## src/rtl/circle_extents.sv

```systemverilog
// Per-frame leftmost/rightmost mask-pixel detector. It reports both extreme points once per frame.
// Defining CIRCLE_EXTENTS_SMOOTH_EN averages each report with the previous found report.
module circle_extents #(
  parameter int H_ACTIVE   = 1280,
  parameter int V_ACTIVE   = 720,
  parameter int MIN_PIXELS = 64
) (
  input  logic        clk_in,
  input  logic        rst_in,
  input  logic [10:0] hcount_in,
  input  logic [9:0]  vcount_in,
  input  logic        pixel_valid_in,
  input  logic        mask_in,
  output logic [10:0] x_out_1,
  output logic [9:0]  y_out_1,
  output logic [10:0] x_out_2,
  output logic [9:0]  y_out_2,
  output logic        found_out,
  output logic        valid_out
);

  localparam logic [10:0] H_LAST  = 11'(H_ACTIVE - 1);
  localparam logic [9:0]  V_LAST  = 10'(V_ACTIVE - 1);
  localparam logic [20:0] MIN_CNT = 21'(MIN_PIXELS);

  typedef enum logic [1:0] {S_IDLE, S_ACCUM, S_REPORT} state_t;

  state_t      r_state, w_state_nx;
  logic [10:0] r_hcount;
  logic [9:0]  r_vcount;
  logic        r_pix_valid, r_mask;

  logic [10:0] r_min_x, r_max_x, w_min_x_nx, w_max_x_nx;
  logic [9:0]  r_min_y, r_max_y, w_min_y_nx, w_max_y_nx;
  logic [20:0] r_count, w_count_nx;

  logic [10:0] r_x1, r_x2;
  logic [9:0]  r_y1, r_y2;
  logic        r_found, r_valid;

  logic w_counted, w_sof, w_eof;
  logic w_init, w_fold, w_report, w_found;

  // Stage 0: register the incoming sample; everything downstream works on this copy.
  // NOTE: sequential state uses non-blocking (<=) so all flops update from pre-edge values.
  always_ff @(posedge clk_in) begin
    if (rst_in) begin
      r_hcount    <= '0;
      r_vcount    <= '0;
      r_pix_valid <= 1'b0;
      r_mask      <= 1'b0;
    end else begin
      r_hcount    <= hcount_in;
      r_vcount    <= vcount_in;
      r_pix_valid <= pixel_valid_in;
      r_mask      <= mask_in;
    end
  end

  assign w_counted = r_pix_valid && (r_hcount <= H_LAST) && (r_vcount <= V_LAST);
  assign w_sof     = w_counted && (r_hcount == '0) && (r_vcount == '0);
  assign w_eof     = w_counted && (r_hcount == H_LAST) && (r_vcount == V_LAST);
  assign w_found   = (r_count >= MIN_CNT);

  always_ff @(posedge clk_in) begin
    if (rst_in) r_state <= S_IDLE;
    else        r_state <= w_state_nx;
  end

  // NOTE: every always_comb output gets a default first so no latch is inferred.
  always_comb begin
    w_state_nx = r_state;
    case (r_state)
      S_IDLE:   if (w_sof) w_state_nx = S_ACCUM;
      S_ACCUM:  if (w_eof) w_state_nx = S_REPORT;
      S_REPORT: w_state_nx = w_sof ? S_ACCUM : S_IDLE;
      default:  w_state_nx = S_IDLE;
    endcase
  end

  always_comb begin
    w_init   = 1'b0;
    w_fold   = 1'b0;
    w_report = 1'b0;
    case (r_state)
      S_IDLE:   begin w_init = w_sof; w_fold = w_sof; end
      S_ACCUM:  begin w_init = w_sof; w_fold = w_counted; end
      S_REPORT: begin w_init = w_sof; w_fold = w_sof; w_report = 1'b1; end
      default:  ;
    endcase
  end

  // Strict compares keep the first occurrence in raster order on ties.
  always_comb begin
    w_min_x_nx = w_init ? 11'h7ff : r_min_x;
    w_min_y_nx = w_init ? '0 : r_min_y;
    w_max_x_nx = w_init ? '0 : r_max_x;
    w_max_y_nx = w_init ? '0 : r_max_y;
    w_count_nx = w_init ? '0 : r_count;
    if (w_fold && r_mask) begin
      if (r_hcount < w_min_x_nx) begin
        w_min_x_nx = r_hcount;
        w_min_y_nx = r_vcount;
      end
      if (r_hcount > w_max_x_nx) begin
        w_max_x_nx = r_hcount;
        w_max_y_nx = r_vcount;
      end
      if (w_count_nx != '1) w_count_nx = w_count_nx + 21'd1;
    end
  end

  always_ff @(posedge clk_in) begin
    if (rst_in) begin
      r_min_x <= '0;
      r_min_y <= '0;
      r_max_x <= '0;
      r_max_y <= '0;
      r_count <= '0;
    end else begin
      r_min_x <= w_min_x_nx;
      r_min_y <= w_min_y_nx;
      r_max_x <= w_max_x_nx;
      r_max_y <= w_max_y_nx;
      r_count <= w_count_nx;
    end
  end

`ifdef CIRCLE_EXTENTS_SMOOTH_EN
  logic r_hist;

  function automatic logic [10:0] avg11(input logic [10:0] a, input logic [10:0] b);
    return 11'(({1'b0, a} + {1'b0, b}) >> 1);
  endfunction

  function automatic logic [9:0] avg10(input logic [9:0] a, input logic [9:0] b);
    return 10'(({1'b0, a} + {1'b0, b}) >> 1);
  endfunction
`endif

  always_ff @(posedge clk_in) begin
    if (rst_in) begin
      r_x1    <= '0;
      r_y1    <= '0;
      r_x2    <= '0;
      r_y2    <= '0;
      r_found <= 1'b0;
      r_valid <= 1'b0;
`ifdef CIRCLE_EXTENTS_SMOOTH_EN
      r_hist  <= 1'b0;
`endif
    end else begin
      r_valid <= w_report;
      if (w_report) begin
        r_found <= w_found;
`ifdef CIRCLE_EXTENTS_SMOOTH_EN
        r_hist  <= w_found;
        if (w_found && r_hist) begin
          r_x1 <= avg11(r_x1, r_min_x);
          r_y1 <= avg10(r_y1, r_min_y);
          r_x2 <= avg11(r_x2, r_max_x);
          r_y2 <= avg10(r_y2, r_max_y);
        end else if (w_found) begin
`else
        if (w_found) begin
`endif
          r_x1 <= r_min_x;
          r_y1 <= r_min_y;
          r_x2 <= r_max_x;
          r_y2 <= r_max_y;
        end
      end
    end
  end

  assign x_out_1   = r_x1;
  assign y_out_1   = r_y1;
  assign x_out_2   = r_x2;
  assign y_out_2   = r_y2;
  assign found_out = r_found;
  assign valid_out = r_valid;

endmodule
```

## config.mk

```make
export PLATFORM = sky130hd
export DESIGN_NAME = circle_extents
export DESIGN_NICKNAME = d
export VERILOG_FILES = /design/src/rtl/circle_extents.sv
export SDC_FILE = /design/constraint.sdc
export NUM_CORES = 1
export LEC_CHECK = 0
export CAP_MARGIN = 25
export CORE_MARGIN = 5
export CORE_UTILIZATION = 63
export DETAILED_ROUTE_END_ITERATION = 12
export DONT_BUFFER_PORTS = 1
export HOLD_SLACK_MARGIN = 0.1
export MAX_ROUTING_LAYER = met4
export PLACE_DENSITY = 0.82
export SYNTH_ARGS = -nofsm -noshare
export SYNTH_HDL_FRONTEND = slang
export SYNTH_SLANG_ARGS = --single-unit
```

## constraint.sdc

```tcl
create_clock -name clk_in -period 4.4 [get_ports clk_in]
set_clock_uncertainty 0.2 [all_clocks]
set_input_delay 0.88 -clock clk_in [delete_from_list [all_inputs] [get_ports clk_in]]
set_output_delay 0.88 -clock clk_in [all_outputs]
set_load 0.02 [all_outputs]
```

After elaboration in Yosys (flattened, before gate mapping). Cells that the tools add are included.

Register bits: 132. Input bits: 25.

$add $sub $neg: 1. $lt $le $gt $ge: 5. Equal/unequal tests: 7. Mux-type cells: 22. Reductions and logical operators: 14.

Operators with widths (number): $mux W11 (6); $mux W21 (3); $mux W10 (6); $add A21 B1 Y21 const B (1); $ge A21 B7 Y1 const B (1); $ne A21 B21 Y1 const B (1); $eq A11 B11 Y1 const B (1); $gt A11 B11 Y1 (1); $le A11 B11 Y1 const B (1); $logic_not A11 Y1 (1); $lt A11 B11 Y1 (1); $eq A10 B10 Y1 const B (1); $le A10 B10 Y1 const B (1); $logic_not A10 Y1 (1); $logic_and A1 B1 Y1 (7); $pmux W2 S3 (1); $mux W2 (2); $ne A2 B2 Y1 const B (2); $reduce_and A2 Y1 (2); $mux W1 (3); $reduce_or A3 Y1 (1); $eq A2 B1 Y1 const B (1); $eq A2 B2 Y1 const B (1); $logic_not A2 Y1 (1); other kinds (2) (2).

Logic depth before layout (Yosys ltp).
Depth in word-level cells: 10. Depth in mapped cells: 15.

Worst setup path after synthesis. No wires, ideal clock.

Kind: register to register. Start point: reg r_hcount[2]. End point: reg r_max_y[0]. Setup time: 121 ps. Arrival: 3192 ps. Required time: 4079 ps. Path slack: 888 ps. Stages on the path, launching flop included: 16. Period minus slack after synthesis: 3512 ps. Cells stage by stage: dfxtp_1 nor4_2 nand4_2 or3_1 clkbuf_1 clkbuf_1 buf_1 nand2_1 ha_1 a21o_1 a21o_1 a21oi_1 a21oi_1 o31a_1 buf_2 mux2_2.

Word-level cells in the longest chain between the ends: 10. Elaborated cells between the ends (all ways): 14. Those cells by class: order compare (2); mux (6); reduce/logical (6).

RTL lines: start: declaration (line 29) `logic [10:0] r_hcount;`; start signal: assignment (line 53) `r_hcount <= hcount_in;`; $le A11 B11 Y1 (line 60) `assign w_counted = r_pix_valid && (r_hcount <= H_LAST) && (r_vcount <= V_LAST);`; $logic_and A1 B1 Y1 (2 in a row) (line 60); $logic_and A1 B1 Y1 (2 in a row) (line 61) `assign w_sof = w_counted && (r_hcount == '0) && (r_vcount == '0);`; $mux W1 (line 85) `case (r_state)`; $mux W11 (line 97) `w_max_x_nx = w_init ? '0 : r_max_x;`; $gt A11 B11 Y1 (line 105) `if (r_hcount > w_max_x_nx) begin`; $mux W10 (line 105); $mux W10 * (line 100) `if (w_fold && r_mask) begin`; end signal: assignment (line 124) `r_max_y <= w_max_y_nx;`; end: declaration (line 34) `logic [9:0] r_min_y, r_max_y, w_min_y_nx, w_max_y_nx;`.

Mark *: on every way between the ends. The rest lies on a longest branch, timed or not. A chain may end at the register's enable or synchronous reset.

Final worst setup path.
Start point: reg r_hcount[3]. End point: reg r_max_x[8].

Word-level cells in the longest chain between the ends: 10. Elaborated cells between the ends (all ways): 13. Those cells by class: order compare (2); mux (5); reduce/logical (6).

RTL lines: $le A11 B11 Y1 (line 60); $logic_and A1 B1 Y1 (2 in a row) (line 60); $logic_and A1 B1 Y1 (2 in a row) (line 61); $mux W1 (line 85); $mux W11 (line 97); $gt A11 B11 Y1 (line 105); $mux W11 (line 105); $mux W11 * (line 100); end signal: assignment (line 123) `r_max_x <= w_max_x_nx;`; end: declaration (line 33) `logic [10:0] r_min_x, r_max_x, w_min_x_nx, w_max_x_nx;`.

Marks and branches as above.

==> results.yml <==
run_status:
  status: "complete, no violations"
yosys:
  synth.largest_area_cell: "dfxtp_1"
  synth_edf_count: 0
  yosys.area.top_type_share_pct: 45.8
  syn_inst: 654
  synth_area_um2: 5760
  synth_nets: 701
  synth_seq_cells: 132
  yosys_warnings: 0
  avgSynthCellArea_um2: 8.81
  synth.yosys.seq_area_share_pct: 45.8
  async_flop_share_pct: 0
  ys_top_cells_by_area: "dfxtp_1 46%, nand2_1 8.1%, a21oi_1 5.2%"
  synth_cell_types: 49
  ys.flop_type: "dfxtp_1"
route:
  dr.pass1.iters: 5
  num_vias: 4722
  finalWirelength_um: 14100
  drtIter0Drc: 257
  vias_per_cell: 6.12
  wl_per_cell_um: 18.3
  drc: 0
  ant_nets: 0
job:
  cap_viol_max_count: 0
worst_setup_path:
  timing.rr.start: "r_hcount[3]"
  r2r_slack_ps: 290
  path_max_fanout: 18
  path_buf_inv: 2
  end_kind: "register"
  required_ps: 4640
  timing.rr.end: "r_max_x[8]"
  crit_chain: "nor4_2 -> nand4_2 -> or3_1 -> buf_4 -> nand2_1 -> ha_1 -> nand3_1 -> a21oi_1 -> o21ai_0 -> a21oi_1 -> o31a_1 -> buf_4 -> mux2i_1"
  start_kind: "register"
  cp_data_arrival_time_ps: 4350
  ff2ff_path_depth: 13
  critPathTopFamily: "simple AND/OR/NAND/NOR gates"
  critical-path-slowest-cell: "o31a_1"
  max_stage_delay_ps: 590
  crit_type: "register to register"
final_layout:
  seqCellArea_um2: 2640
  fill_cells: 692
  area_growth_pct: 11.9
  layout_common_cells: "132 x dfxtp_1, 124 x nand2_1, 60 x a21oi_1"
  antennaDiodeCount: 0
  nets: 694
  multi_input_area_um2: 2940
  layout_commonest_cell: "dfxtp_1"
  fin_area_um2: 6450
  layout-drive-gt1-share_pct: 11.2
cts:
  clk_latency_ps: 520
  cts_resized: 0
  cts_buffers: 17
  cts.clk_slew.worst_paths_ps: 60
  root_buffer: "clkbuf_8"
  cts_setup_buffers: 0
  cts-htree-levels: 4
  cts_tree: "yes"
  cts_sinks: 132
  hold_buffers: 0
  clock_path_buffers: 2
pwr:
  p_sw_share_pct: 23.1
  power_frac_comb_pct: 2.6
  power.density_nw_per_um2: 415
  p_switching_w: 0.000620
  pwr-share-seq_pct: 45.7
  power_frac_clock_pct: 51.7
  irDropWorstVdd_mv: 0.297
  power.internal_w: 0.00206
  fin_total_pwr_w: 0.00268
  power_leakage_nw: 2.30
floorplanning:
  core_um2: 9060
  dieArea_um2: 11200
  die_y_um: 106
  chipWidth_um: 106
  rows: 35
  start_util_pct: 63.6
  io_pins: 69
timing:
  post-route-min-period_ps: 4110
  worst_pin_slew_ps: 682
  rsz0062_at_grt: "no"
  finalSetupViolations: 0
  max_slew_margin_pct: 54.1
  final_hold_viol_count: 0
  setup_slack_ps: 294
  fin_setup_tns_ps: 0
  fmax_ghz: 0.244
  slew_violations: 0
  finalCritPeriodShare_pct: 93.3
global_route:
  grt_pass1_vias: 4763
  grt_max_degree: 122
  grt_use_total_pct: 27.2
  grt_pass1_wl_um: 23700
  antenna_found_initial: 0
  overflow: 0
place:
  placed_cell_area_um2: 5870
  hpwl_um: 9710
  gp_congestion: 0.925
  dpl_worst_slack_ps: 457
  port_buffers: 0
hold_path:
  hold_path.startpoint: "rst_in"
  hold_class: "input port to register"
  min_to: "y_out_2[1]"
  hold_depth: 1
logic make-up after synthesis:
kind of cell	count (synthesis)	share of synthesized area, %
AO/OA/AOI/OAI	120	12.8
XOR/XNOR	10	1.52
multiplexers	31	6.40
buffers and inverters	50	3.47
AND/OR/NAND/NOR	289	25.2
adder cells (fa/ha/maj)	22	4.78
flip-flops	132	45.8
stage by stage:
step / utilization (%) / hold WS [ps] / std cells
5_1_grt: 71.1 / 210 / 771
3_5_place_dp: 64.7 / 236 / 739
4_1_cts: 71.1 / 223 / 771
6_report: 71.1 / 227 / 771
2_1_floorplan: - / 227 / 654
3_3_place_gp: 64.7 / 227 / 739
worst max-delay path by stage:
stage | start | endpoint | slack (ps) | depth (start not counted)
floorplan | r_hcount[2] | r_max_y[0] | 890 | 15
global placement | r_hcount[2] | r_max_x[8] | 460 | 13
detailed placement | r_hcount[2] | r_max_x[8] | 460 | 13
CTS | r_hcount[3] | r_max_x[5] | 340 | 13
global route | r_hcount[3] | r_max_x[1] | 40 | 13
finish | r_hcount[3] | r_max_x[8] | 290 | 13
power by group through the flow:
| stage | Clock (W) | Sequential [W] | Combinational, W |
|---|---|---|---|
| 5_1_grt | 0.00146 | 0.00122 | 0.0000805 |
| 4_1_cts | 0.00140 | 0.00122 | 0.0000697 |
| 3_5_place_dp | 0 | 0.00125 | 0.0000683 |
| 6_report | 0.00139 | 0.00122 | 0.0000704 |
| 2_1_floorplan | 0 | 0.00124 | 0.0000639 |
| 3_3_place_gp | 0 | 0.00125 | 0.0000692 |
cell type report:
type                       instances  area share [%]
clock buffer                      17            6.42
clock inverter                    15            2.60
inverter                          10           0.582
multi-input combinational        472            45.6
sequential                       132            41.0
tap                              111            2.15
timing repair buffer              14            1.63
state kept, by name, indices dropped and copies added, names as in the netlist:
register and cells:
x_out_2 11, r_max_x 11, r_count 21, x_out_1 11
r_vcount 10, r_min_y 10, r_max_y 10, r_mask 1
y_out_1 10, r_pix_valid 1, found_out 1, y_out_2 10
r_hcount 11, valid_out 1, r_state 2, r_min_x 11
synthesized netlist by cell type (all sizes together) (2+ instances only):
library cell / count
clkbuf: 33
or2: 3
a211o: 2
mux2i: 11
a211oi: 14
nand2: 124
ha: 22
xnor2: 4
nand3: 16
nor3: 16
nor3b: 20
or3: 9
and4: 4
nor2b: 33
xor2: 6
o2111ai: 4
o211ai: 10
nor2: 28
a21oi: 60
and2: 7
buf: 7
dfxtp: 132
nor4: 9
o31a: 3
a21o: 3
a311oi: 2
or4: 2
o21ai: 14
inv: 10
and3: 5
o21a: 2
mux2: 20
nand4: 9
layer usage:
layer	share of wire, %	vias to the layer above	GRT usage [%]	wire length (um)
li1	-	2273	-	-
met1	42	2231	33.1	5930
met2	49	186	44.3	6960
met3	6.6	32	6.00	928
met4	2.1	0	10.7	290
met5	0	-	-	0
Note: power is estimated with default switching activity, not from simulation.
